### src/rtl/iod_rx_lane_trainer.sv
// RX lane delay-line trainer: sweeps every tap of each lane in turn, tracks
// the widest passing window reported by the pattern checker, then parks the
// lane at the centre of that window. Every delay-line change is wrapped in
// an HS_IO_CLK_PAUSE window (one pre cycle, the pulse, PAUSE_EXT post cycles).
module iod_rx_lane_trainer #(
  parameter int NUM_LANES     = 4,
  parameter int TAP_BITS      = 7,
  parameter int SETTLE_CYCLES = 8,
  parameter int PAUSE_EXT     = 3,
  parameter int MIN_EYE       = 4
) (
  input  logic                              FAB_CLK,
  input  logic                              RESET_N,
  input  logic                              START,
  input  logic                              ALIGN_VALID,
  input  logic [NUM_LANES-1:0]              ALIGN_OK,
  input  logic [NUM_LANES-1:0]              DELAY_LINE_OUT_OF_RANGE,
  output logic [NUM_LANES-1:0]              DELAY_LINE_LOAD,
  output logic [NUM_LANES-1:0]              DELAY_LINE_MOVE,
  output logic                              DELAY_LINE_DIRECTION,
  output logic                              HS_IO_CLK_PAUSE,
  output logic                              BUSY,
  output logic                              DONE,
  output logic [NUM_LANES-1:0]              LANE_FAIL,
  output logic [NUM_LANES*TAP_BITS-1:0]     LANE_TAP,
  output logic [NUM_LANES*(TAP_BITS+1)-1:0] LANE_EYE
);

  localparam int LW       = (NUM_LANES > 1) ? $clog2(NUM_LANES) : 1;
  localparam int EW       = TAP_BITS + 1;
  // Pulse sequence phases: 0 = pre, 1 = pulse, 2..SEQ_LAST = post extension
  localparam int SEQ_LAST = PAUSE_EXT + 1;
  localparam int SW       = $clog2(SEQ_LAST + 1);
  localparam int CW       = (SETTLE_CYCLES > 1) ? $clog2(SETTLE_CYCLES) : 1;
  localparam logic [TAP_BITS-1:0] TAP_MAX = '1;

  typedef enum logic [3:0] {
    IDLE, SWEEP_LOAD, SETTLE, SAMPLE, SWEEP_STEP,
    CALC, PARK_LOAD, PARK_STEP, NEXT, FINISH
  } state_t;

  state_t                          state_q, state_d;
  logic [LW-1:0]                   lane_q, lane_d;
  logic [TAP_BITS-1:0]             tap_q, tap_d;
  logic [SW-1:0]                   seq_q, seq_d;
  logic                            armed_q, armed_d;
  logic [CW-1:0]                   settle_q, settle_d;
  logic [EW-1:0]                   run_len_q, run_len_d;
  logic [TAP_BITS-1:0]             run_start_q, run_start_d;
  logic [EW-1:0]                   best_len_q, best_len_d;
  logic [TAP_BITS-1:0]             best_start_q, best_start_d;
  logic [TAP_BITS-1:0]             target_q, target_d;
  logic [NUM_LANES-1:0]            fail_q, fail_d;
  logic [NUM_LANES*TAP_BITS-1:0]   ltap_q, ltap_d;
  logic [NUM_LANES*EW-1:0]         leye_q, leye_d;

  logic [NUM_LANES-1:0]            load_c, move_c;
  logic                            pause_c, done_c;
  logic                            seq_pulse, seq_last;
  logic [EW-1:0]                   run_nxt;
  logic [TAP_BITS-1:0]             start_w;

  // Centre of the window, rounded down; the sum never exceeds the last passing tap.
  function automatic logic [TAP_BITS-1:0] park_target(input logic [TAP_BITS-1:0] start,
                                                      input logic [EW-1:0]       len);
    logic [EW-1:0] sum;
    sum = {1'b0, start} + (len >> 1);
    return sum[TAP_BITS-1:0];
  endfunction

  assign seq_pulse = (seq_q == SW'(1));
  assign seq_last  = (seq_q == SW'(SEQ_LAST));

  // Next-state, pulse sequencing, window tracking and result capture.
  always_comb begin
    state_d      = state_q;
    lane_d       = lane_q;
    tap_d        = tap_q;
    seq_d        = seq_q;
    armed_d      = armed_q;
    settle_d     = settle_q;
    run_len_d    = run_len_q;
    run_start_d  = run_start_q;
    best_len_d   = best_len_q;
    best_start_d = best_start_q;
    target_d     = target_q;
    fail_d       = fail_q;
    ltap_d       = ltap_q;
    leye_d       = leye_q;
    load_c       = '0;
    move_c       = '0;
    pause_c      = 1'b0;
    done_c       = 1'b0;
    run_nxt      = '0;
    start_w      = tap_q;

    case (state_q)
      IDLE: begin
        if (START) begin
          fail_d  = '0;
          ltap_d  = '0;
          leye_d  = '0;
          lane_d  = '0;
          seq_d   = '0;
          armed_d = 1'b0;
          state_d = SWEEP_LOAD;
        end
      end

      SWEEP_LOAD, PARK_LOAD: begin
        pause_c = 1'b1;
        if (seq_pulse) begin
          load_c[lane_q] = 1'b1;
          tap_d          = '0;
        end
        if (state_q == SWEEP_LOAD) begin
          run_len_d    = '0;
          run_start_d  = '0;
          best_len_d   = '0;
          best_start_d = '0;
        end
        if (seq_last) begin
          seq_d   = '0;
          state_d = (state_q == SWEEP_LOAD) ? SETTLE : PARK_STEP;
        end else begin
          seq_d = seq_q + 1'b1;
        end
      end

      SETTLE: begin
        if (settle_q == CW'(SETTLE_CYCLES - 1)) begin
          settle_d = '0;
          state_d  = SAMPLE;
        end else begin
          settle_d = settle_q + 1'b1;
        end
      end

      SAMPLE: begin
        if (ALIGN_VALID) begin
          if (ALIGN_OK[lane_q]) begin
            run_nxt = run_len_q + 1'b1;
            start_w = (run_len_q == '0) ? tap_q : run_start_q;
          end
          run_len_d   = run_nxt;
          run_start_d = start_w;
          if (run_nxt > best_len_q) begin
            best_len_d   = run_nxt;
            best_start_d = start_w;
          end
          state_d = SWEEP_STEP;
        end
      end

      // Decision cycle (PAUSE low) first, then the MOVE pulse sequence.
      SWEEP_STEP: begin
        if (!armed_q) begin
          if (tap_q == TAP_MAX || DELAY_LINE_OUT_OF_RANGE[lane_q]) begin
            state_d = CALC;
          end else begin
            armed_d = 1'b1;
          end
        end else begin
          pause_c = 1'b1;
          if (seq_pulse) begin
            move_c[lane_q] = 1'b1;
            tap_d          = tap_q + 1'b1;
          end
          if (seq_last) begin
            seq_d   = '0;
            armed_d = 1'b0;
            state_d = SETTLE;
          end else begin
            seq_d = seq_q + 1'b1;
          end
        end
      end

      CALC: begin
        leye_d[int'(lane_q)*EW +: EW] = best_len_q;
        if (best_len_q >= EW'(MIN_EYE)) begin
          target_d = park_target(best_start_q, best_len_q);
        end else begin
          target_d       = '0;
          fail_d[lane_q] = 1'b1;
        end
        seq_d   = '0;
        state_d = PARK_LOAD;
      end

      PARK_STEP: begin
        if (!armed_q) begin
          if (tap_q == target_q) begin
            ltap_d[int'(lane_q)*TAP_BITS +: TAP_BITS] = target_q;
            state_d = NEXT;
          end else begin
            armed_d = 1'b1;
          end
        end else begin
          pause_c = 1'b1;
          if (seq_pulse) begin
            move_c[lane_q] = 1'b1;
            tap_d          = tap_q + 1'b1;
          end
          if (seq_last) begin
            seq_d   = '0;
            armed_d = 1'b0;
          end else begin
            seq_d = seq_q + 1'b1;
          end
        end
      end

      NEXT: begin
        if (lane_q == LW'(NUM_LANES - 1)) begin
          state_d = FINISH;
        end else begin
          lane_d  = lane_q + 1'b1;
          seq_d   = '0;
          state_d = SWEEP_LOAD;
        end
      end

      FINISH: begin
        done_c  = 1'b1;
        state_d = IDLE;
      end

      default: state_d = IDLE;
    endcase
  end

  // State and result registers; reset discards any training in progress.
  always_ff @(posedge FAB_CLK) begin
    if (!RESET_N) begin
      state_q      <= IDLE;
      lane_q       <= '0;
      tap_q        <= '0;
      seq_q        <= '0;
      armed_q      <= 1'b0;
      settle_q     <= '0;
      run_len_q    <= '0;
      run_start_q  <= '0;
      best_len_q   <= '0;
      best_start_q <= '0;
      target_q     <= '0;
      fail_q       <= '0;
      ltap_q       <= '0;
      leye_q       <= '0;
    end else begin
      state_q      <= state_d;
      lane_q       <= lane_d;
      tap_q        <= tap_d;
      seq_q        <= seq_d;
      armed_q      <= armed_d;
      settle_q     <= settle_d;
      run_len_q    <= run_len_d;
      run_start_q  <= run_start_d;
      best_len_q   <= best_len_d;
      best_start_q <= best_start_d;
      target_q     <= target_d;
      fail_q       <= fail_d;
      ltap_q       <= ltap_d;
      leye_q       <= leye_d;
    end
  end

  assign DELAY_LINE_LOAD      = load_c;
  assign DELAY_LINE_MOVE      = move_c;
  assign DELAY_LINE_DIRECTION = 1'b1;
  assign HS_IO_CLK_PAUSE      = pause_c;
  assign BUSY                 = (state_q != IDLE) && (state_q != FINISH);
  assign DONE                 = done_c;
  assign LANE_FAIL            = fail_q;
  assign LANE_TAP             = ltap_q;
  assign LANE_EYE             = leye_q;

endmodule
### config.mk
export PLATFORM = sky130hd
export DESIGN_NAME = iod_rx_lane_trainer
export DESIGN_NICKNAME = d
export VERILOG_FILES = /design/src/rtl/iod_rx_lane_trainer.sv
export SDC_FILE = /design/constraint.sdc
export NUM_CORES = 1
export LEC_CHECK = 0
export CAP_MARGIN = 10
export CORE_MARGIN = 3
export CORE_UTILIZATION = 50
export CTS_CLUSTER_DIAMETER = 50
export DETAILED_ROUTE_END_ITERATION = 6
export PLACE_DENSITY = 0.77
export SKIP_LAST_GASP = 1
export SYNTH_ARGS = -nofsm -noshare
export SYNTH_HDL_FRONTEND = slang
export SYNTH_SLANG_ARGS = --single-unit
### constraint.sdc
create_clock -name FAB_CLK -period 2.9 [get_ports FAB_CLK]
set_clock_uncertainty 0.05 [all_clocks]
set_input_delay 0.58 -clock FAB_CLK [delete_from_list [all_inputs] [get_ports FAB_CLK]]
set_output_delay 0.58 -clock FAB_CLK [all_outputs]
set_load 0.01 [all_outputs]
==> key figures <==
Status
  • Run status: completed

Cells and area
  • Final Non-Filler Cells: 1045
  • Area grow syn2layout: 31.9%
  • Final core utilization: between 60% and 70%
  • Diode count: 0
  • Fin area: 8160 um2
  • Fill cells: 919
  • Layout cells sized above 1: 13.2%
  • Nets: 910

Clock network
  • Clk sink count: about 120
  • Clk buf depth: 2
  • CTS tree: built
  • Number of CTS-inserted buffers: 17
  • Number of H-tree levels: 4
  • CTS root buffer: clkbuf_16
  • Worst-path clk slew: 60 ps
  • Worst skew pair latency: 420 ps

Yosys
  • Yosys reg bits: 121
  • EDFF count, synth: 0
  • Post-synth top cells: dfxtp_1, a21oi_1, nand2_1
  • Largest area contributor in the netlist: dfxtp_1
  • Top cells by area, synth: dfxtp_1, a21oi_1, ha_1
  • Netlist cell types: 57
  • Post-Syn Instances: ~760
  • Top FF cell, synth: dfxtp_1
  • Cell area after synthesis: approximately 6200 um2
  • Dominant cell by count in the synthesized netlist: dfxtp_1
  • Top cell type's share of synthesized area: 39.2%
  • Post-synthesis sequential area ratio: 39.2%
  • Post-Syn Area per Cell: 8.13 um2
  • Yosys warning count: 0
  • Syn nets: 801
  • Synth async-reset ratio: 0%

Detailed routing
  • Met2 WL: between 9 and 10 mm
  • DR top layer: met4
  • Via count: 6271
  • 1st-iter DRT viols: 529
  • DRC viols: 0
  • Final WL: 18.6 mm
  • Vias per inst: 6.00
  • Avg WL per Cell: 17.8 um
  • Post-route ant nets: 0
  • Routed length on met3: 1.49 mm
  • Met1 Wirelength: 7.57 mm
  • First-pass detailed-route iteration total: 5

Setup path
  • Cell mode on critical path: buf_4
  • Crit path cell chain: buf_4 -> nor4b_4 -> o21ai_1 -> buf_4 -> nor3_1 -> clkdlybuf4s50_1
  • Critical path launch point type: register
  • Flop-to-flop setup slack: approximately 70 ps
  • CP top delay family: buffers and inverters
  • Worst setup EP type: primary output
  • Setup CP Type: reg2out
  • Max incr delay on CP: 560 ps
  • Crit-path max FO: 11
  • Required time of the worst setup path: roughly 2300 ps
  • Buf/Inv on CP: 3
  • Slowest CP cell: clkdlybuf4s50_1
  • WP data arrival: 2220 ps

GRT
  • Largest net degree at the start of global routing: 60
  • First-pass GRT wire length: 29.5 mm
  • Number of global-route vias before repair: 6069
  • GR Util All Layers: between 20% and 30%
  • GRT overflow: 0
  • Antenna violations before repair: 0

Timing
  • Final Max Tran Viols: 0
  • Setup ws final: about 51 ps
  • Fin crit period: 2850 ps
  • Worst hold slack: 405 ps
  • Slew @ Worst Pin: around 1100 ps
  • Final period utilization: 98.2%
  • Hold Violations, Final: 0
  • Slew margin rel.: 27.1%
  • Setup TNS: 0 ps
  • Max Clk Rate: 351 MHz
  • Final Setup Violations: 0

Placed design
  • DP Area: approximately 7400 um2
  • Inst Count DP: 1010
  • Pre-CTS setup slack: -522 ps
  • Dpl hpwl: 13.0 mm
  • PortBufs: 86
  • RePlAce Congestion: 0.866

Flow run
  • Max Cap Violations: 0

Die
  • Initial core utilization: between 50% and 60%
  • Die ar.: 13700 um2
  • CORE AREA: roughly 12000 um2
  • Overall die height: 117 um
  • IO Count: 88
  • Rows: 39
  • Die width: 117 um

Power and ir drop
  • Pwr dens: 630 nW/um2
  • Pwr Total: 5.14 mW
  • P_leak: 3.02 nW
  • Worst vdd ir: 0.000567 V

Min path
  • Hold Crit Class: reg2reg
## power by group
group,internal (mW),switching (mW)
Clock,1.36,0.758
Sequential,1.69,0.0326
Combinational,0.461,0.836
## layer usage
layer  vias up  track usage [%]
met4         0             10.9
met5         -                0
met3        49             6.84
met2       278             45.8
li1       2954                -
met1      2990             33.4
## area by class of cell
type                       instances  area (um2)  area share (%)
clock inverter                    12         151            1.86
tap                              164         205            2.52
clock buffer                      18         439            5.38
timing repair buffer             142        1330            16.3
sequential                       121        2430            29.8
inverter                          20        75.1           0.920
multi-input combinational        568        3530            43.2
## worst register-to-register path, delay by kind of cell, from the launching register on
kind	cells	cell delay [ps]
buf+inv	1	180
compound gates	4	650
fa+ha+maj	1	340
simple gates	3	810
flops	1	380
mux	1	340
## cell families after synthesis
family                     after synthesis  synth area share (%)
AOI/OAI and AO/OA                      218                  20.6
xor gates and xnor gates                20                  2.83
adders and majority gates               29                  5.95
buffers and inverters                   72                  5.08
DFF                                    121                  39.2
muxes                                   17                  3.18
other                                    1                0.0606
and+or+nand+nor                        283                  23.2
## cells in the final DEF (no fill, tap or decap), drive strengths merged, types with 6 or more instances in the layout
| cell | netlist | final |
|---|---|---|
| o21ai | 63 | 63 |
| nand3 | 31 | 31 |
| or3 | 9 | 9 |
| nor4 | 7 | 7 |
| nor2b | 6 | 6 |
| dfxtp | 121 | 121 |
| a21oi | 90 | 90 |
| nand2 | 77 | 77 |
| clkinv | 0 | 6 |
| inv | 20 | 21 |
| dlymetal6s2s | 0 | 9 |
| nor3 | 9 | 9 |
| nand4 | 9 | 9 |
| and2 | 11 | 11 |
| a22oi | 36 | 36 |
| a21o | 6 | 6 |
| ha | 27 | 27 |
| buf | 15 | 56 |
| xnor2 | 15 | 15 |
| nor2 | 70 | 70 |
| or4 | 35 | 35 |
| mux2i | 14 | 14 |
| clkbuf | 37 | 18 |
| clkdlybuf4s50 | 0 | 76 |
## sequential cells by signal (all words and copies together), names as in the netlist, 4 cells and up
signal and flops:
target_q 7, best_len_q 8, run_len_q 8, state_q 4, LANE_FAIL 4, LANE_TAP 28
tap_q 7, best_start_q 7, LANE_EYE 32, run_start_q 7
## final timing paths
path	end	startpoint	cells past startpoint
hold / removal	run_start_q[5]	run_start_q[5]	2
setup / recovery	DELAY_LINE_MOVE[0]	state_q[0]	6
setup reg to reg	best_len_q[6]	lane_q[0]	10
hold reg to reg	run_start_q[5]	run_start_q[5]	2
## repair_timing
action | CTS | global route
endpoints found under the setup margin | 22 | 25
hold buffers | 0 | 0
resized for setup | 12 | 30
pin swaps | 8 | 17
setup buffers | 2 | 3
No activity file was read; power rests on OpenSTA's default activity.
